File: src/rtl/serpar_stream_ctrl_pkg.sv
// Shared definitions for the byte-serial I/O buffer sequencer:
// block size defaults and the controller state encoding.
package serpar_stream_ctrl_pkg;

  localparam int unsigned NbytesDefault = 112;
  localparam int unsigned CntWDefault   = 7;

  typedef enum logic [1:0] {
    StLoad  = 2'd0,
    StStart = 2'd1,
    StRun   = 2'd2,
    StDrain = 2'd3
  } state_e;

endpackage

File: src/rtl/serpar_stream_ctrl.sv
// Host-side sequencer for the masked cipher's byte-serial buffer: load a block,
// launch the core, capture its result, then drain the buffer MSB-byte-first.
module serpar_stream_ctrl
  import serpar_stream_ctrl_pkg::*;
#(
  parameter int unsigned NBYTES = NbytesDefault,
  parameter int unsigned CNT_W  = CntWDefault
) (
  input  logic       clk,
  input  logic       rst,
  input  logic [7:0] s_data,
  input  logic       s_valid,
  output logic       s_ready,
  output logic [7:0] m_data,
  output logic       m_valid,
  input  logic       m_ready,
  output logic       m_last,
  output logic [7:0] buf_din,
  input  logic [7:0] buf_dout,
  output logic       buf_wr,
  output logic       buf_rd,
  output logic       buf_en,
  output logic       core_start,
  input  logic       core_done,
  output logic       busy
);

  localparam logic [CNT_W-1:0] LastCnt = CNT_W'(NBYTES - 1);

  state_e           r_state, w_state_d;
  logic [CNT_W-1:0] r_cnt, w_cnt_d;

  logic w_s_ready, w_m_valid, w_m_last;
  logic w_buf_wr, w_buf_rd, w_buf_en;
  logic w_core_start, w_busy;

  assign buf_din = s_data;
  assign m_data  = buf_dout;

  always_comb begin
    w_state_d    = r_state;
    w_cnt_d      = r_cnt;
    w_s_ready    = 1'b0;
    w_m_valid    = 1'b0;
    w_m_last     = 1'b0;
    w_buf_wr     = 1'b0;
    w_buf_rd     = 1'b0;
    w_buf_en     = 1'b0;
    w_core_start = 1'b0;
    w_busy       = 1'b1;
    unique case (r_state)
      StLoad: begin
        w_s_ready = 1'b1;
        w_buf_wr  = s_valid;
        w_busy    = (r_cnt != '0);
        if (s_valid) begin
          if (r_cnt == LastCnt) begin
            w_cnt_d   = '0;
            w_state_d = StStart;
          end else begin
            w_cnt_d = r_cnt + 1'b1;
          end
        end
      end
      StStart: begin
        w_core_start = 1'b1;
        w_state_d    = StRun;
      end
      StRun: begin
        // Buffer is left untouched here so the core can read it in parallel.
        w_buf_en = core_done;
        if (core_done) begin
          w_state_d = StDrain;
        end
      end
      StDrain: begin
        w_m_valid = 1'b1;
        w_buf_rd  = m_ready;
        w_m_last  = (r_cnt == LastCnt);
        if (m_ready) begin
          if (r_cnt == LastCnt) begin
            w_cnt_d   = '0;
            w_state_d = StLoad;
          end else begin
            w_cnt_d = r_cnt + 1'b1;
          end
        end
      end
    endcase
  end

  // Outputs are forced low while reset is held, independent of the state register.
  assign s_ready    = w_s_ready & ~rst;
  assign m_valid    = w_m_valid & ~rst;
  assign m_last     = w_m_last & ~rst;
  assign buf_wr     = w_buf_wr & ~rst;
  assign buf_rd     = w_buf_rd & ~rst;
  assign buf_en     = w_buf_en & ~rst;
  assign core_start = w_core_start & ~rst;
  assign busy       = w_busy & ~rst;

  always_ff @(posedge clk) begin
    if (rst) begin
      r_state <= StLoad;
      r_cnt   <= '0;
    end else begin
      r_state <= w_state_d;
      r_cnt   <= w_cnt_d;
    end
  end

endmodule
File: config.mk
export PLATFORM = sky130hd
export DESIGN_NAME = serpar_stream_ctrl
export DESIGN_NICKNAME = d
export VERILOG_FILES = /design/src/rtl/serpar_stream_ctrl_pkg.sv /design/src/rtl/serpar_stream_ctrl.sv
export SDC_FILE = /design/constraint.sdc
export NUM_CORES = 1
export LEC_CHECK = 0
export ABC_AREA = 1
export CAP_MARGIN = 20
export CORE_MARGIN = 2
export CORE_UTILIZATION = 35
export DETAILED_ROUTE_END_ITERATION = 10
export GPL_ROUTABILITY_DRIVEN = 0
export PLACE_DENSITY = 0.82
export SYNTH_ARGS = -nofsm -noshare
export SYNTH_HDL_FRONTEND = slang
export SYNTH_SLANG_ARGS = --single-unit
File: constraint.sdc
create_clock -name clk -period 3.15 [get_ports clk]
set_input_delay 0.945 -clock clk [delete_from_list [all_inputs] [get_ports clk]]
set_output_delay 0.945 -clock clk [all_outputs]
set_load 0.02 [all_outputs]
After elaboration in Yosys (flattened, before gate mapping)
Index checks and enable logic that the tools add are counted.
{ "totals": {"register_bits": 9, "input_bits": 21, "out_inout_bits": 24, "wordCells": 44} }
{ "classes": {"add_sub_neg": 1, "n_eq_ne": 9, "muxes": 18, "bitwise_logic": 9, "reduce_logical": 5} }
{ "ops": {"columns": ["operator", "n"], "rows": [
  ["$mux W7", 3],
  ["$pmux W7 S2", 1],
  ["$mux W2", 5],
  ["$ne A2 B2 Y1 const B", 5],
  ["$and A1 B1 Y1", 8],
  ["$mux W1", 8],
  ["$pmux W2 S4", 1],
  ["$add A7 B1 Y7 const B", 1],
  ["$eq A7 B7 Y1 const B", 1],
  ["$reduce_bool A7 Y1", 1],
  ["$reduce_and A5 Y1", 1],
  ["$eq A2 B2 Y1 const B", 2],
  ["$reduce_and A3 Y1", 1],
  ["$eq A2 B1 Y1 const B", 1],
  ["$logic_not A2 Y1", 1],
  ["$reduce_bool A2 Y1", 1],
  ["$not A1 Y1", 1]
]} }

Longest topological paths before layout
{ "logic_depth": {"ltp_word": 4, "mapped_depth": 9, "mapped_depth_nobuf": 9} }

Worst setup path before layout
No wires, ideal clock.
{ "synth_path": {"path_type": "input to output", "startpoint": "input port rst", "endpoint": "output port buf_wr", "arrival_ps": 1624, "required_ps": 2205, "path_slack_ps": 581, "cell_stages": 2, "path_buffers": 1, "path_cell_list": "buf_2 -> nor3_1"} }
{ "synth_between": {"elab_chain_cells": 2} }
{ "synth_lines": {"columns": ["item", "line", "rtl"], "rows": [
  ["from (decl)", "serpar_stream_ctrl.sv:10", "input logic rst,"],
  ["$not A1 Y1", "serpar_stream_ctrl.sv:96", "assign buf_wr = w_buf_wr & ~rst;"],
  ["$and A1 B1 Y1", "serpar_stream_ctrl.sv:96", null],
  ["to (decl)", "serpar_stream_ctrl.sv:20", "output logic buf_wr,"]
]} }
No other way between the ends.

Final worst setup path
Ends and elaborated chain as after synthesis.

==> summary.txt <==
Floorplan
  – Die H: approximately 52 um
  – Core Box Area: ~2200 um^2
  – Row count: 17
  – Starting density of the core: 0.368
  – Die area: roughly 2700 um^2
  – # IOs: between 40 and 50
  – Die W: 52.0 um

Timing
  – Post-layout min period: slightly above 3 ns
  – Final Cycle Share: 0.958
  – Measured slew at the worst slew-check pin: 0.297 ns
  – Final hold viol count: 0
  – # setup viols final: 0
  – Final Hold Slack: between 0.4 and 0.5 ns
  – RSZ-0062 raised after global routing: false
  – Max_slew headroom: 0.802
  – Worst Skew: 0.00411 ns
  – Slew Limit Fails: 0
  – F_max: between 300 and 400 MHz
  – Final WS setup: roughly 0.13 ns

Detailed routing
  – Vias post-DR: ~690
  – Number of remaining DRC errors: 0
  – Antenna-violating nets left: 0
  – Via-to-Cell Ratio: approximately 4.7
  – Initial DRC count: 4
  – 1st-pass router iterations: 4
  – WL/cell: roughly 11 um
  – WL final: approximately 1.6 mm

Clock tree
  – Clock Path Buffers: 2
  – Num CTS Buffers: 3
  – CTS root buffer: clkbuf_4
  – Worst skew pair latency: roughly 0.26 ns
  – CTS tree: done
  – CTS sink cnt: 9
  – Clk slew on worst S/H paths: approximately 0.06 ns
  – H-Tree Depth: 1

Finish
  – Area growth from synthesis to layout: 8.54%
  – Post-route cell area: between 800 and 900 um^2
  – Nets: 147
  – Layout cell share with drive strength beyond 1: 0.186
  – Core Util, Final: 0.399
  – # diodes: 0
  – Fillers: between 200 and 250

Global route
  – Largest net degree at the start of global routing: 10
  – Vias in the first global route: 705
  – Grt ovf: 0
  – Total track usage: 0.141
  – Antenna violations before repair: 0
  – First-pass GRT wire length: about 2.9 mm

Worst setup path
  – Startpoint Class: input pin
  – Path type of the worst setup path: input pin to output pin
  – Slowest-stage cell, CP: clkdlybuf4s50_1
  – Critical path, cell by cell: clkdlybuf4s50_1 -> nor3_1 -> dlygate4sd2_1
  – Critical Path Start: rst
  – CP Max Fanout: 9
  – WP buf/inv: 2
  – CP Data Arrival Time: about 2.1 ns
  – CP Data Required Time: 2.20 ns
  – FF-to-FF Start: r_state[0]
  – Critical path endpoint category: output pin
  – CP peak stage delay: between 0.5 and 0.6 ns
  – Top Family by Delay on Critical Path: buffers and inverters

Pwr
  – Clock share of power: 0.357
  – Switch share: 0.258
  – Leakage Power: between 0.4 and 0.5 nW
  – Logic pwr share: 0.161
  – Flop pwr share: 0.482
  – Cell-internal power: ~0.18 mW
  – Net Sw Power: roughly 0.063 mW
  – Pwr dens: 280 nW/um^2
  – Max IR drop VDD: about 0.00019 V
  – Total power: 0.245 mW

Synth
  – Top post-synthesis cells by area: dfxtp_1 (22%), buf_4 (15%), ha_1 (11%)
  – Ys Warns: 0
  – Average footprint of a synthesized cell: roughly 7 um^2
  – Dominant cell type by area after synthesis: dfxtp_1
  – Syn Std Cell Area: approximately 810 um^2
  – Sequential element share of the synthesized area: 0.224
  – Yosys top cell area share: 0.224
  – Cell variety after synth: 23
  – Cell count after synthesis: between 100 and 150
  – Synth Register Bits: 9
  – Syn Nets: around 140

Place
  – Number of port buffers: 12
  – Setup slack at placement: -0.160 ns
  – Cell Area, Placed: around 860 um^2
  – DP HPWL: about 1.3 mm

Run status
  – Status: complete, no violations

Hold path
  – Worst hold start: r_cnt[0]
  – Hold Path Class: flop to flop

Flow run
  – Max-cap violations: 0
## per-layer routing
metal	up-vias	global-route usage	wire, um
met4	0	0.0307	0
met2	16	0.253	837
met3	0	0.0747	120
met1	321	0.143	649
li1	351	-	-
met5	-	0	0
## sequential cells by signal, summed over array words and instances, names as in the netlist
| register | cells |
|---|---|
| r_state | 2 |
| r_cnt | 7 |
## worst min-delay path: stages, from the launching register on
cell and delay, ns:
dfxtp_1 0.32, nand2_1 0.08, a21oi_2 0.05
## worst paths after layout
kind | endpoint | slack (ns) | cells past startpoint
max | buf_wr | 0.13 | 3
min | r_cnt[0] | 0.49 | 2
min reg2reg | r_cnt[0] | 0.49 | 2
max reg2reg | r_cnt[6] | 1.60 | 9
## cells in the mapped netlist, drive strengths merged
master / count
a21oi: 10
buf: 17
dfxtp: 9
ha: 7
inv: 18
nand2: 22
nand3: 6
nand3b: 1
nand4: 2
nor2: 18
nor3: 2
nor4: 1
o21ai: 2
o21bai: 1
## kinds of logic after synthesis
kind of cell    count (synthesis)  share of synthesized area
simple gates                   52                      0.312
buf+inv                        35                      0.239
compound gates                 13                      0.116
flops                           9                      0.224
fa+ha+maj                       7                      0.109
## power by group through the flow
stage          registers (mW)  logic [mW]  clock network [mW]
2_1_floorplan           0.120      0.0546                   0
3_3_place_gp            0.120      0.0395                   0
3_5_place_dp            0.120      0.0406                   0
4_1_cts                 0.118      0.0399              0.0911
5_1_grt                 0.118      0.0438              0.0985
6_report                0.118      0.0393              0.0875
## layout by cell type (no fill, tap or decap), types with 4 or more instances in the layout
cell	netlist	layout
nand2_2	4	4
clkdlybuf4s50_1	0	4
a21oi_1	6	6
inv_1	16	16
dfxtp_1	9	9
ha_1	7	7
nand2_1	17	17
nand3_1	5	5
dlygate4sd2_1	0	8
nor2_1	15	15
## layout make-up
class / instances / area [um^2] / area share
multi-input cells: 72 / 433 / 0.495
flip-flops and latches: 9 / 180 / 0.206
repair buffers: 15 / 133 / 0.152
inverters: 18 / 67.6 / 0.0773
well taps: 28 / 35.0 / 0.0401
clock buffers: 4 / 26.3 / 0.0300
## repair_timing
item	in CTS	in global routing
gates resized for setup	8	0
hold buffers	0	0
endpoints found under the setup margin	8	0
setup buffers	0	0
## metrics by stage
stage,instances,TNS [ns]
2_1_floorplan,116,0
4_1_cts,146,0
5_1_grt,146,0
3_5_place_dp,142,-0.753
6_report,146,0
3_3_place_gp,142,-0.600
Power figures use the tool's default switching activity.
